## src/rtl/alu_share_ctrl.sv

```systemverilog
// Shares one multi-cycle ALU between two requesters: round-robin grant, hold operands
// for EXEC_CYCLES, capture result/flags, return them to the owner under backpressure.
module alu_share_ctrl #(
    parameter int WIDTH       = 64,
    parameter int EXEC_CYCLES = 2
) (
    input  logic             clk,
    input  logic             reset,
    input  logic             req0_valid,
    output logic             req0_ready,
    input  logic [WIDTH-1:0] req0_a,
    input  logic [WIDTH-1:0] req0_b,
    input  logic [2:0]       req0_cntrl,
    input  logic             req1_valid,
    output logic             req1_ready,
    input  logic [WIDTH-1:0] req1_a,
    input  logic [WIDTH-1:0] req1_b,
    input  logic [2:0]       req1_cntrl,
    output logic             rsp0_valid,
    input  logic             rsp0_ready,
    output logic             rsp1_valid,
    input  logic             rsp1_ready,
    output logic [WIDTH-1:0] rsp_result,
    output logic [3:0]       rsp_flags,
    output logic [WIDTH-1:0] alu_a,
    output logic [WIDTH-1:0] alu_b,
    output logic [2:0]       alu_cntrl,
    input  logic [WIDTH-1:0] alu_result,
    input  logic [3:0]       alu_flags
);

    typedef enum logic [1:0] {
        IDLE = 2'd0,
        EXEC = 2'd1,
        RESP = 2'd2
    } state_t;

    localparam logic [3:0] CNT_INIT = 4'(EXEC_CYCLES - 1);

    state_t     state;
    state_t     state_next;
    logic       last_grant;
    logic       owner;
    logic [3:0] cnt;
    logic       grant0;
    logic       grant1;
    logic       accept;
    logic       capture;
    logic       release_rsp;

    always_ff @(posedge clk) begin
        if (reset) begin
            state <= IDLE;
        end else begin
            state <= state_next;
        end
    end

    // Grant prefers the requester that was not served last, so a waiting peer never starves.
    always_comb begin
        state_next  = state;
        grant0      = 1'b0;
        grant1      = 1'b0;
        req0_ready  = 1'b0;
        req1_ready  = 1'b0;
        rsp0_valid  = 1'b0;
        rsp1_valid  = 1'b0;
        accept      = 1'b0;
        capture     = 1'b0;
        release_rsp = 1'b0;
        case (state)
            IDLE: begin
                grant0     = req0_valid & (~req1_valid | last_grant);
                grant1     = req1_valid & (~req0_valid | ~last_grant);
                req0_ready = grant0 & ~reset;
                req1_ready = grant1 & ~reset;
                accept     = req0_ready | req1_ready;
                if (accept) begin
                    state_next = EXEC;
                end
            end
            EXEC: begin
                if (cnt == 4'd0) begin
                    capture    = 1'b1;
                    state_next = RESP;
                end
            end
            RESP: begin
                rsp0_valid = ~owner;
                rsp1_valid = owner;
                if (owner ? rsp1_ready : rsp0_ready) begin
                    release_rsp = 1'b1;
                    state_next  = IDLE;
                end
            end
            default: begin
                state_next = IDLE;
            end
        endcase
    end

    always_ff @(posedge clk) begin
        if (reset) begin
            last_grant <= 1'b1;
            owner      <= 1'b0;
            cnt        <= 4'd0;
        end else begin
            if (accept) begin
                owner <= req1_ready;
                cnt   <= CNT_INIT;
            end else if (state == EXEC && cnt != 4'd0) begin
                cnt <= cnt - 4'd1;
            end
            if (release_rsp) begin
                last_grant <= owner;
            end
        end
    end

    // Operands stay registered through EXEC and RESP so the ALU inputs never glitch.
    always_ff @(posedge clk) begin
        if (reset) begin
            alu_a      <= '0;
            alu_b      <= '0;
            alu_cntrl  <= '0;
            rsp_result <= '0;
            rsp_flags  <= '0;
        end else begin
            if (accept) begin
                alu_a     <= req1_ready ? req1_a : req0_a;
                alu_b     <= req1_ready ? req1_b : req0_b;
                alu_cntrl <= req1_ready ? req1_cntrl : req0_cntrl;
            end
            if (capture) begin
                rsp_result <= alu_result;
                rsp_flags  <= alu_flags;
            end
        end
    end

endmodule

```

## config.mk

```make
export PLATFORM = sky130hd
export DESIGN_NAME = alu_share_ctrl
export DESIGN_NICKNAME = d
export VERILOG_FILES = /design/src/rtl/alu_share_ctrl.sv
export SDC_FILE = /design/constraint.sdc
export NUM_CORES = 1
export LEC_CHECK = 0
export ABC_AREA = 0
export BUFFER_PORTS_ARGS = -buffer_cell sky130_fd_sc_hd__buf_2
export CAP_MARGIN = 25
export CORE_AREA = 2 2 208 210
export DETAILED_ROUTE_END_ITERATION = 8
export DIE_AREA = 0 0 210 212
export PLACE_DENSITY = 0.47
export SYNTH_ARGS = -nofsm -noshare
export SYNTH_HDL_FRONTEND = slang
export SYNTH_SLANG_ARGS = --single-unit
```

## constraint.sdc

```tcl
create_clock -name clk -period 2.1 [get_ports clk]
set_input_delay 0.315 -clock clk [delete_from_list [all_inputs] [get_ports clk]]
set_output_delay 0.315 -clock clk [all_outputs]
set_load 0.03 [all_outputs]
```

== Word level (Yosys, flattened, before mapping) ==
Index checks and enable logic that the tools add are counted.

* Register bits: 207
* Word-level logic and storage cells: 54

* Reductions and logical operators: 7
* Mux-type cells: 19
* Add/subtract/negate cells: 1
* Bitwise gates (word level): 12
* Equal/unequal tests: 5

{| class="wikitable"
|+ Operator list
! cell !! count
|-
| 2-to-1 mux 64 bit || 2
|-
| 2-to-1 mux 1 bit || 12
|-
| 2-to-1 mux 2 bit || 3
|-
| inequality test 2 bit (second input constant) || 3
|-
| one-hot mux 2 bit (3 select lines) || 1
|-
| NOT 1 bit || 5
|-
| AND 1 bit || 4
|-
| logical NOT 4 bit || 1
|-
| nonzero test 4 bit || 1
|-
| subtractor 4 x 1 -> 4 bit (second input constant) || 1
|-
| 2-to-1 mux 3 bit || 1
|-
| OR 1 bit || 3
|-
| AND reduction 3 bit || 1
|-
| == test 2 x 1 -> 1 bit (second input constant) || 1
|-
| == test 2 bit (second input constant) || 1
|-
| logical NOT 2 bit || 1
|-
| nonzero test 2 bit || 1
|-
| OR reduction 2 bit || 1
|-
| logical AND 1 bit || 1
|}

== Depth between registers and ports, before layout ==
* Depth after elaboration: 7
* Gate-level depth with buffers: 7
* Depth with buffers taken out: 5

== Worst setup path before layout ==
OpenSTA, ideal clock, no wires.

* Path kind: register to register
* Start: reg cnt[0]
* End: reg rsp_result[22]
* Slack: 0.574 ns
* Clock period less this slack: 1.526 ns
* Stages on the path, launching flop included: 8
* Data arrival time: 1.394 ns
* Path buffers: 2
* Data required time: 1.968 ns
* Cell sequence: dfxtp_1 > inv_1 > ha_1 > or3b_1 > clkbuf_1 > clkbuf_1 > o21ai_0 > a21oi_1

* Word-level cells in the longest chain between the ends: 3

{| class="wikitable"
|+ RTL lines
! what !! RTL line !! text
|-
| from (decl) || 44 || <nowiki>logic [3:0] cnt;</nowiki>
|-
| from (signal assigned) || 112 || <nowiki>cnt <= cnt - 4'd1;</nowiki>
|-
| logical NOT 4 bit || 83 || <nowiki>if (cnt == 4'd0) begin</nowiki>
|-
| 2-to-1 mux 1 bit || 83 ||
|-
| 2-to-1 mux 1 bit || 71 || <nowiki>case (state)</nowiki>
|-
| to (signal assigned) || 135 || <nowiki>rsp_result <= alu_result;</nowiki>
|-
| to (decl) || 23 || <nowiki>output logic [WIDTH-1:0] rsp_result,</nowiki>
|}

No other way between the ends.
A chain may end at the register's enable or synchronous reset.

== Final worst setup path ==
* Start: reg state[1]
* End: out rsp1_valid

* Word-level cells in the longest chain between the ends: 2

{| class="wikitable"
|+ RTL lines
! what !! RTL line !! text
|-
| from (decl) || 40 || <nowiki>state_t state;</nowiki>
|-
| from (signal assigned) || 55 || <nowiki>state <= state_next;</nowiki>
|-
| == test 2 bit || 71 ||
|-
| 2-to-1 mux 1 bit || 71 ||
|-
| to (decl) || 21 || <nowiki>output logic rsp1_valid,</nowiki>
|}

No other way between the ends.

==> flow_metrics.env <==
export IMPL_status="finished, final reports clean"
export IMPL_drt_iter0_drc=349
export IMPL_via_count=8911
export IMPL_power_density_nw_per_um2=877
export IMPL_coreArea_um2=42500
export IMPL_grt_busiest_layer="met2"
export IMPL_setup_tns_ps=0
export IMPL_slew_violations=0
export IMPL_grt_max_degree=73
export IMPL_overflow=0
export IMPL_dp_hpwl_mm=23.3
export IMPL_synth_area_leaders="dfxtp_1, mux2i_1, nand2_1"
export IMPL_clock_sinks=207
export IMPL_clk_latency_ps=540
export IMPL_rows=76
export IMPL_htreeDepth=1
export IMPL_fin_skew_ps=22.4
export IMPL_rsz0062_at_grt="false"
export IMPL_tightest_slew_ps=813
export IMPL_synth_largest_area_cell="dfxtp_1"
export IMPL_cts_tree="yes"
export IMPL_grt_util_met2_pct=23.5
export IMPL_critPathTopFamily="buffers and inverters"
export IMPL_cts_inserted_buffers=27
export IMPL_start_util_pct=21.3
export IMPL_end_kind="primary output"
export IMPL_synth_edff_count=0
export IMPL_crit_buf_inv=2
export IMPL_power_leakage_nw=6.47
export IMPL_diodes=0
export IMPL_drc_errors=0
export IMPL_antenna_found_initial=1
export IMPL_cts_reportedPaths_clkPinSlew_ps=60
export IMPL_yosys_top_cells_count="mux2i_1, dfxtp_1, nand2_1"
export IMPL_synth_ff_type="dfxtp_1"
export IMPL_die_h_um=212
export IMPL_viasPerCell=4.31
export IMPL_cts_buffer_depth=3
export IMPL_die_area_um2=44500
export IMPL_synth_most_common_cell="mux2i_1"
export IMPL_multi_input_area_um2=4430
export IMPL_worstPathCellList="buf_4, nor2b_2, and2_1, buf_2"
export IMPL_pre_cts_slack_ps=282
export IMPL_hold_class="input port to flop"
export IMPL_drtPass1Iterations=4
export IMPL_io_pins=539
export IMPL_timing_hold_violations_final=0
export IMPL_worstPathRequired_ps=1780
export IMPL_max_stage_delay_ps=350
export IMPL_startpoint_type="flop"
export IMPL_drive_gt1_share_pct=40.7
export IMPL_path_class="flop to primary output"
export IMPL_async_flop_share_pct=0
export IMPL_io_buffers=538
export IMPL_track_usage_pct=13.2
export IMPL_fin_ws_ps=173
export IMPL_grt_pass1_vias=8553
export IMPL_regArea_um2=4140
export IMPL_syn_inst=933
export IMPL_use_met3_pct=3.01
export IMPL_maxCapViolCount=0
export IMPL_cp_data_arrival_time_ps=1610
export IMPL_syn_nets=1270
export IMPL_gp_congestion=0.764
export IMPL_ys_warn_count=0
export IMPL_period_share_pct=91.8
export IMPL_nets=1842
export IMPL_areaGrowthSynthToFinish_pct=52.3
export IMPL_met1_usage_pct=15.5
export IMPL_wire_per_inst_um=15.4
export IMPL_drt_total_wl_mm=31.9
export IMPL_ys_ff_latch=207
export IMPL_clockRootBuffer="clkbuf_16"
export IMPL_crit_fanout=6
export IMPL_slew_headroom_pct=45.8
export IMPL_netlist_area_um2=9060
export IMPL_ir_drop_mv=0.496
export IMPL_r2r_slack_ps=250
export IMPL_nFillCells=4474
export IMPL_synth_yosys_seq_area_share_pct=45.7
export IMPL_drt_antenna_violating_nets=0
export IMPL_fmaxAchievable_mhz=519
export IMPL_synth_top_area_share_pct=45.7
export IMPL_finalSetupViolations=0
export IMPL_total_power_mw=12.1
export IMPL_syn_area_per_cell_um2=9.72
export IMPL_synth_cell_types=35
export IMPL_critPathSlowestCell="dfxtp_1"
export IMPL_grt_first_pass_wirelength_mm=46.8
export IMPL_die_x_um=210
export IMPL_fin_crit_ps=1930
placed cells by master, fill, tap and decap left out, types with 2 or more instances in the layout:
master         instances
a21oi_1               74
and2_1                 3
buf_12                14
buf_2                537
buf_4                 20
clkbuf_1               8
clkbuf_16             27
clkbuf_8               5
clkinv_2               3
dfxtp_1              207
dlygate4sd3_1         55
inv_1                  4
inv_6                  2
mux2i_1              263
nand2_1              132
nand3_1               68
nor2_1                 2
nor2b_4                2
nor4_1                 2
o21ai_0               72
or4_1                  2
kinds of logic after synthesis:
logic type	after synthesis	share of synthesized area [%]
simple gates	221	10.7
flops	207	45.7
compound gates	152	8.59
fa+ha+maj	1	0.138
mux	263	29.0
buf+inv	89	5.80
cell type report:
type,instances,share of cell area [%]
inverters,5,0.154
clock buffers,40,5.61
clock inverters,7,0.508
multi-input cells,637,32.1
flip-flops and latches,207,30.0
repair buffers,627,26.7
well taps,546,4.95
layer usage:
metal / vias to the layer above / routed length (um)
li1: 4400 / -
met1: 4107 / 13200
met2: 351 / 15700
met3: 51 / 2230
met4: 2 / 833
met5: - / 13
path summary, 6_finish.rpt:
check,start,to,cells after the start
setup / recovery,state[1],rsp1_valid,4
hold / removal,alu_result[55],rsp_result[55],3
setup reg to reg,cnt[0],rsp_result[7],6
hold reg to reg,alu_a[11],alu_a[11],2
metrics by stage:
| stage | area (um^2) | utilization (%) | hold slack [ps] | instances |
|---|---|---|---|---|
| after floorplan | 9060 | - | 463 | 933 |
| after global placement | 12400 | 29.1 | 439 | 1965 |
| after detailed placement | 12400 | 29.1 | 444 | 1965 |
| after CTS | 13800 | 32.5 | 0.840 | 2069 |
| after global routing | 13800 | 32.5 | 20.1 | 2069 |
| final | 13800 | 32.5 | 32.3 | 2069 |
state kept, by name, indices dropped and copies added, names as in the netlist:
name,count
alu_b,64
last_grant,1
alu_a,64
owner,1
rsp_flags,4
state,2
cnt,4
rsp_result,64
alu_cntrl,3
where the power goes:
part,leakage [nW],internal (mW),switching [mW]
Sequential,1.71,4.35,0.214
Combinational,4.35,1.18,1.98
Clock,0.413,2.66,1.73
Total,6.47,8.19,3.92
repair_timing:
| item | in CTS | in global routing |
|---|---|---|
| gates resized for setup | 2 | 1 |
| endpoints found under the setup margin | 1 | 2 |
| pin swaps | 1 | 0 |
| buffers inserted | 2 | 0 |
| endpoints found under the hold margin | 55 | 0 |
| hold buffers | 55 | 0 |
worst reg2reg max path, stage by stage, from the launching register on:
cell and delay (ps):
dfxtp_1 310, inv_1 80, ha_1 170, nor3b_2 530, buf_12 350, nand3_1 200, a21oi_1 160
Note: power is estimated with default switching activity, not from simulation.
